==> src/rtl/mem_port_arb.sv <==
// mem_port_arb
// Arbitrates one shared single-ported memory between instruction fetch (IF)
// and the data access of the MEM stage. The FSM idles, grants one requester,
// holds the port strobes until the memory reports port_ready, then returns
// to IDLE for one cycle (the done-pulse cycle) before granting again.
// Data normally has fixed priority over fetch.
//
// Optional feature (macro ARB_STARVE_GUARD_EN): a 2-bit starvation counter
// tracks consecutive data grants taken while a fetch was also waiting. Once
// it reaches 3, the next IDLE cycle with both requests pending grants IF.
//
// Ports
//   clk, reset             sole clock; asynchronous active-high reset
//   if_req, if_addr        fetch read request and PC
//   mem_read, mem_write    data request strobes (store wins if both are set)
//   mem_addr, mem_wdata    data address / store data
//   port_addr, port_wdata  shared memory address / write data (combinational)
//   port_re, port_we       shared memory read / write strobes
//   port_rdata, port_ready memory read data and access-complete indication
//   if_rdata, mem_rdata    registered read data per requester
//   if_done, mem_done      one-cycle completion pulses
//   c_PCWrite, c_IFIDWrite 0 = hold PC / hold IF/ID
//   c_memStall             1 = freeze EX/MEM and earlier, bubble into MEM/WB
module mem_port_arb (
   input  logic        clk,
   input  logic        reset,
   input  logic        if_req,
   input  logic [31:0] if_addr,
   input  logic        mem_read,
   input  logic        mem_write,
   input  logic [31:0] mem_addr,
   input  logic [31:0] mem_wdata,
   output logic [31:0] port_addr,
   output logic [31:0] port_wdata,
   output logic        port_re,
   output logic        port_we,
   input  logic [31:0] port_rdata,
   input  logic        port_ready,
   output logic [31:0] if_rdata,
   output logic [31:0] mem_rdata,
   output logic        if_done,
   output logic        mem_done,
   output logic        c_PCWrite,
   output logic        c_IFIDWrite,
   output logic        c_memStall
);

   typedef enum logic [1:0] {
      IDLE      = 2'd0,
      SERVE_IF  = 2'd1,
      SERVE_MEM = 2'd2
   } state_t;

   state_t state, state_nxt;
   logic   mem_req;
   logic   if_wins;

   assign mem_req = mem_read | mem_write;

`ifdef ARB_STARVE_GUARD_EN
   // Counts data grants taken while fetch was waiting; saturates at 3.
   // A data grant with no fetch pending breaks the streak.
   logic [1:0] starve_cnt;

   always_ff @(posedge clk or posedge reset) begin
      if (reset) begin
         starve_cnt <= 2'd0;
      end else if (state == IDLE) begin
         if (state_nxt == SERVE_IF) begin
            starve_cnt <= 2'd0;
         end else if (state_nxt == SERVE_MEM) begin
            if (!if_req)
               starve_cnt <= 2'd0;
            else if (starve_cnt != 2'd3)
               starve_cnt <= starve_cnt + 2'd1;
         end
      end
   end

   assign if_wins = if_req & (~mem_req | (starve_cnt == 2'd3));
`else
   assign if_wins = if_req & ~mem_req;
`endif

   // Next state and port drive. Port outputs follow the granted requester's
   // live inputs, so a requester that drops mid-access still completes with
   // whatever it presents (a dropped store degrades to a read strobe).
   always_comb begin
      state_nxt  = state;
      port_addr  = 32'd0;
      port_wdata = 32'd0;
      port_re    = 1'b0;
      port_we    = 1'b0;
      case (state)
         IDLE: begin
            if (if_wins)
               state_nxt = SERVE_IF;
            else if (mem_req)
               state_nxt = SERVE_MEM;
         end
         SERVE_IF: begin
            port_addr = if_addr;
            port_re   = 1'b1;
            if (port_ready)
               state_nxt = IDLE;
         end
         SERVE_MEM: begin
            port_addr  = mem_addr;
            port_wdata = mem_wdata;
            if (mem_write)
               port_we = 1'b1;
            else
               port_re = 1'b1;
            if (port_ready)
               state_nxt = IDLE;
         end
         default: state_nxt = IDLE;
      endcase
   end

   always_ff @(posedge clk or posedge reset) begin
      if (reset) begin
         state     <= IDLE;
         if_rdata  <= 32'd0;
         mem_rdata <= 32'd0;
         if_done   <= 1'b0;
         mem_done  <= 1'b0;
      end else begin
         state    <= state_nxt;
         // port_ready only counts inside a SERVE state; in IDLE it is ignored.
         if_done  <= (state == SERVE_IF) & port_ready;
         mem_done <= (state == SERVE_MEM) & port_ready;
         if ((state == SERVE_IF) && port_ready)
            if_rdata <= port_rdata;
         // A store leaves the previous load data in place.
         if ((state == SERVE_MEM) && port_ready && !mem_write)
            mem_rdata <= port_rdata;
      end
   end

   // Reset terms make the pipeline controls take their idle values at once,
   // independent of whatever requests are presented during reset.
   assign c_memStall  = ~reset & mem_req & ~mem_done;
   assign c_PCWrite   = reset | ~((if_req & ~if_done) | c_memStall);
   assign c_IFIDWrite = c_PCWrite;

endmodule

==> config.mk <==
export PLATFORM = sky130hd
export DESIGN_NAME = mem_port_arb
export DESIGN_NICKNAME = d
export VERILOG_FILES = /design/src/rtl/mem_port_arb.sv
export SDC_FILE = /design/constraint.sdc
export NUM_CORES = 1
export LEC_CHECK = 0
export CAP_MARGIN = 5
export CORE_MARGIN = 10
export CORE_UTILIZATION = 30
export CTS_CLUSTER_SIZE = 14
export DETAILED_ROUTE_END_ITERATION = 10
export GPL_TIMING_DRIVEN = 0
export HOLD_SLACK_MARGIN = 0.03
export PLACE_DENSITY = 0.85
export SLEW_MARGIN = 40
export SYNTH_ARGS = -nofsm -noshare
export SYNTH_HDL_FRONTEND = slang
export SYNTH_SLANG_ARGS = --single-unit
==> constraint.sdc <==
create_clock -name clk -period 2.63 [get_ports clk]
set_input_delay 0.526 -clock clk [delete_from_list [all_inputs] [get_ports clk]]
set_output_delay 0.526 -clock clk [all_outputs]
set_load 0.01 [all_outputs]
# Word level (Yosys, flattened, before mapping)
# Cells that the tools add are included.
totals:
  register_bits: 68
  input_bits: 134
  out_inout_bits: 135
op_classes:
  eq_ne: 4
  n_mux: 10
  bitwise: 14
  reduce_logical: 7
op_table:
  columns: ["op", "count"]
  rows:
  - ["$pmux 32 s2", 1]
  - ["$mux 32", 1]
  - ["$and 1x1->1", 6]
  - ["$mux 2", 3]
  - ["$not 1->1", 5]
  - ["$pmux 2 s2", 1]
  - ["$logic_and 1x1->1", 3]
  - ["$mux 1", 3]
  - ["$ne 3x3->1 const B", 1]
  - ["$or 1x1->1", 3]
  - ["$eq 2x1->1 const B", 1]
  - ["$eq 2x2->1 const B", 1]
  - ["$logic_not 2->1", 1]
  - ["$ne 2x1->1 const B", 1]
  - ["$pmux 1 s2", 1]
  - ["$reduce_and 2->1", 1]
  - ["$reduce_or 2->1", 1]
  - ["$logic_not 1->1", 1]

# Logic depth before layout (Yosys ltp)
# Gate-level depths: netlist (run 1).
depth:
  depth_word: 6
  mapped_depth: 7
  depth_no_buf: 5

# Worst setup path after synthesis (run 1)
# No wires, ideal clock.
synth_path:
  path_kind: "input port to output port"
  startpoint: "in reset"
  endpoint: "out c_PCWrite"
  t_arrival_ns: 2.559
  t_required_ns: 2.104
  setup_slack_ns: -0.455
  cell_stages: 3
  path_buffers: 1
  cell_sequence: "inv_1 nand2_1 buf_4"
synth_between:
  elab_chain_len: 6
synth_rtl:
  columns: ["element", "line", "source"]
  rows:
  - ["from (decl)", "26", "input logic reset,"]
  - ["$not 1->1", "143", "assign c_memStall = ~reset & mem_req & ~mem_done;"]
  - ["$and 1x1->1 (2 in a row)", "143", null]
  - ["$or 1x1->1", "144", "assign c_PCWrite = reset | ~((if_req & ~if_done) | c_memStall);"]
  - ["$not 1->1", "144", null]
  - ["$or 1x1->1 (*)", "144", null]
  - ["to (decl)", "43", "output logic c_PCWrite,"]
# Every way passes the cells marked *; elsewhere a longest branch is shown, timed or not.

# Worst setup path after layout (run 1)
layout_path:
  startpoint: "reg state[1]"
  endpoint: "out port_addr[29]"
layout_between:
  elab_chain_len: 2
layout_rtl:
  columns: ["element", "line", "source"]
  rows:
  - ["from (decl)", "54", "state_t state, state_nxt;"]
  - ["from (signal assigned)", "129", "state <= state_nxt;"]
  - ["$eq 2x2->1 / $eq 2x1->1 (equally long branches)", "94", "case (state)"]
  - ["$pmux 32 s2 (*)", "94", null]
  - ["to (decl)", "33", "output logic [31:0] port_addr,"]
# Marked as above.

==> out/summary.txt, run 1 <==
Vias: 3,312
CTS clk-pin slew, worst paths: 0.06 ns
r2r setup slk: 0.80 ns
Root Buffer: clkbuf_16
mux cell area share after synthesis: 24.2%
final hold vios: 0
via/cell ratio: 4.68
Cell Rows: 39
Worst Path Arrival: 2.11 ns
clk sinks: 68
final period utilization: 100%
#FFs+latches synth: 68
Final ANT Viol Nets: 0
final worst slack: -0.00193 ns
post-synthesis compound-gate area fraction: 7.89%
clk_lat worst skew: 0.32 ns
post-synth top area share: 49.4%
CP max FO: 10
PnR Total Power: 7.50 mW
Starting Density: 30.4%
Slew Viols, Final: 0
I/O pins: 269
leakage power: 3.46 nW
CTS Hold Bufs: 0
largest net degree at the start of global routing: 27
final WL: 15,400 um
asr flop ratio synth: 100%
Post-synth EDFFs: 0
DP HPWL: 12,500 um
Pwr Density: 1100 nW/um^2
max cap viols: 0
Die Area: 16,200 um^2
Placed Area: 6360 um^2
global-route wire length before repair: 22,400 um
gr ovfl total: 0
layout cells sized above 1: 19.8%
number of global-route vias before repair: 3,590
post-synth net total: 412
R2R depth: 6
post-synthesis sequential area ratio: 49.4%
CTS Buffer Depth: 2
synth top area cells: dfrtp_1 (49%), mux2_4 (13%), mux2_2 (11%), a22oi_1 (7.0%), and2_1 (6.2%)
CTS H-Tree Depth: 3
final non-filler cell total: 708
gr usage total: 17.7%
Yosys top cell by area: dfrtp_1
Seq pwr share: 24.9%
Critical Path Sink Type: primary output
outcome: finished, violations left
Die Span X: 127 um
f_max: 380 MHz
Cells after Synth: 275
Setup crit start kind: flip-flop
# placed instances: 688
Setup Skew: 0.00869 ns
Layout area overhead: 98.2%
final instance area: 6820 um^2
unrepaired setup endpoints after global routing: true
adder-cell share of the synthesized area: 1.09%
Die Ht: 127 um
Slew @ Worst Pin: 0.670 ns
Ys Warns: 0
violated checks: setup timing
mapped cell area: 3440 um^2
sw power: 2.55 mW
initial antenna violation count: 0
Post-route DRC: 0
Core Area: 11,300 um^2
Post-Synth XOR/XNOR Area: 0%
layout net count: 697
top-count cell post-synth: dfrtp_1
input/output buffers: 268
Initial DRC Count: 122
library cells used by synthesis: 22
setup violators final: 1
Num CTS Buffers: 9
Clk network pwr share: 16.0%
Hold Crit Class: in -> async
Setup Crit Path Kind: reg -> out
switching fraction of total power: 34.0%
number of diodes: 0
main combinational cell family by area after synthesis: multiplexers
r2r startpoint: state[1]
reg-to-reg endpoint: if_rdata[7]
Synth Area in Simple Gates: 13.5%
Slew HR: 55.1%
top post-synthesis cells by count: dfrtp_1 (68), and2_1 (34), mux2_2 (34)
Worst Path Required: 2.10 ns
peak supply drop: 0.000686 V
minimum clock period: 2.63 ns
Pint: 4.95 mW
syn avg cell area: 12.5 um^2
RePlAce Congestion: 0.927
CTS tree: yes
First-pass DRT Iterations: 5
Avg WL per Cell: 21.8 um
logic gate share of total power: 59.1%
ys flop type: dfrtp_1
-- flip-flops by register name, summed over array words and instances, names as in the netlist --
signal     flops
if_rdata      32
mem_rdata     32
state          2
if_done        1
mem_done       1
-- critical path, stage by stage (launching register included) --
cell             delay, ns
dfrtp_1               0.37
inv_1                 0.08
ha_2                  0.41
clkbuf_4              0.20
nor2b_1               0.16
clkdlybuf4s50_1       0.56
-- metal layers --
| layer | vias to the layer above | global-route usage [%] | wire length, um |
|---|---|---|---|
| li1 | 1527 | - | - |
| met1 | 1593 | 17.9 | 5610 |
| met2 | 170 | 32.4 | 8010 |
| met3 | 22 | 7.94 | 1480 |
| met4 | 0 | 4.42 | 340 |
| met5 | - | 0 | 0 |
-- layout make-up --
type                       instances  area (um^2)
sequential                        68         1700
clock inverter                     7         75.1
multi-input combinational        180         1610
clock buffer                       9          225
timing repair inverter             1         5.00
inverter                           5         22.5
buffer                            22          186
timing repair buffer             273         2820
fill                             916         4500
tap                              143          179
-- power by group through the flow --
stage / clock [mW] / sequential, mW / combinational, mW
after floorplan: 0 / 2.08 / 1.77
after global placement: 0 / 1.83 / 4.37
after detailed placement: 0 / 1.87 / 4.48
after CTS: 1.24 / 1.87 / 4.53
after global routing: 1.28 / 1.93 / 4.73
final: 1.20 / 1.87 / 4.43
-- cell families (layout without fill, tap and decap cells) --
group | after synthesis | after routing
buffers and inverters | 27 | 317
AND/OR/NAND/NOR | 76 | 76
flip-flops | 68 | 68
adder cells (fa/ha/maj) | 3 | 3
AO/OA/AOI/OAI | 37 | 37
multiplexers | 64 | 64
-- what timing repair did --
item,in CTS,in global routing
gates resized for setup,50,40
cloned,1,0
pin swaps,1,1
setup endpoints to repair,68,47
buffers inserted,2,1
-- layout by cell type (no fill, tap or decap), types with 2 or more instances in the layout --
| cell type | instances |
|---|---|
| ha_2 | 2 |
| clkbuf_8 | 3 |
| a22oi_1 | 32 |
| mux2_2 | 34 |
| buf_4 | 7 |
| nand2b_1 | 2 |
| a21oi_1 | 2 |
| dlygate4sd2_1 | 20 |
| inv_1 | 4 |
| clkinvlp_4 | 4 |
| and2_1 | 34 |
| clkbuf_16 | 9 |
| clkdlybuf4s50_1 | 213 |
| mux2_4 | 30 |
| nand2_1 | 3 |
| dfrtp_1 | 68 |
| nor2b_1 | 33 |
| dlymetal6s2s_1 | 35 |
| buf_6 | 4 |
| buf_2 | 4 |
| clkbuf_4 | 6 |
-- how the worst max path moves through the flow --
stage / start / endpoint / slack [ns] / cells after the start
4_1_cts: state[1] / port_addr[25] / -0.02 / 5
2_1_floorplan: reset / c_PCWrite / 0.09 / 3
3_3_place_gp: reset / c_PCWrite / -1.34 / 5
5_1_grt: state[1] / port_addr[29] / -0.09 / 5
6_report: state[1] / port_addr[29] / -0.002 / 5
3_5_place_dp: reset / c_PCWrite / -0.41 / 5
-- stage by stage --
step	utilization [%]	TNS [ns]	setup slack, ns	hold slack [ns]
4_1_cts	59.4	-0.0640	-0.0248	0.505
3_5_place_dp	56.1	-0.987	-0.407	0.491
2_1_floorplan	-	0	0.0899	0.519
5_1_grt	60.3	-0.449	-0.0945	0.400
6_report	60.3	-0.00193	-0.00193	0.355
3_3_place_gp	55.7	-2.66	-1.34	0.488
Power figures use the tool's default switching activity.
==> run 2: changes to the inputs <==
--- a/config.mk
+++ b/config.mk
@@ -10,6 +10,7 @@
 export CORE_UTILIZATION = 30
 export CTS_CLUSTER_SIZE = 14
 export DETAILED_ROUTE_END_ITERATION = 10
+export GPL_ROUTABILITY_DRIVEN = 0
 export GPL_TIMING_DRIVEN = 0
 export HOLD_SLACK_MARGIN = 0.03
 export PLACE_DENSITY = 0.85
==> results of run 2 <==
Final layout, timing and power as in run 1 (identical DEF).
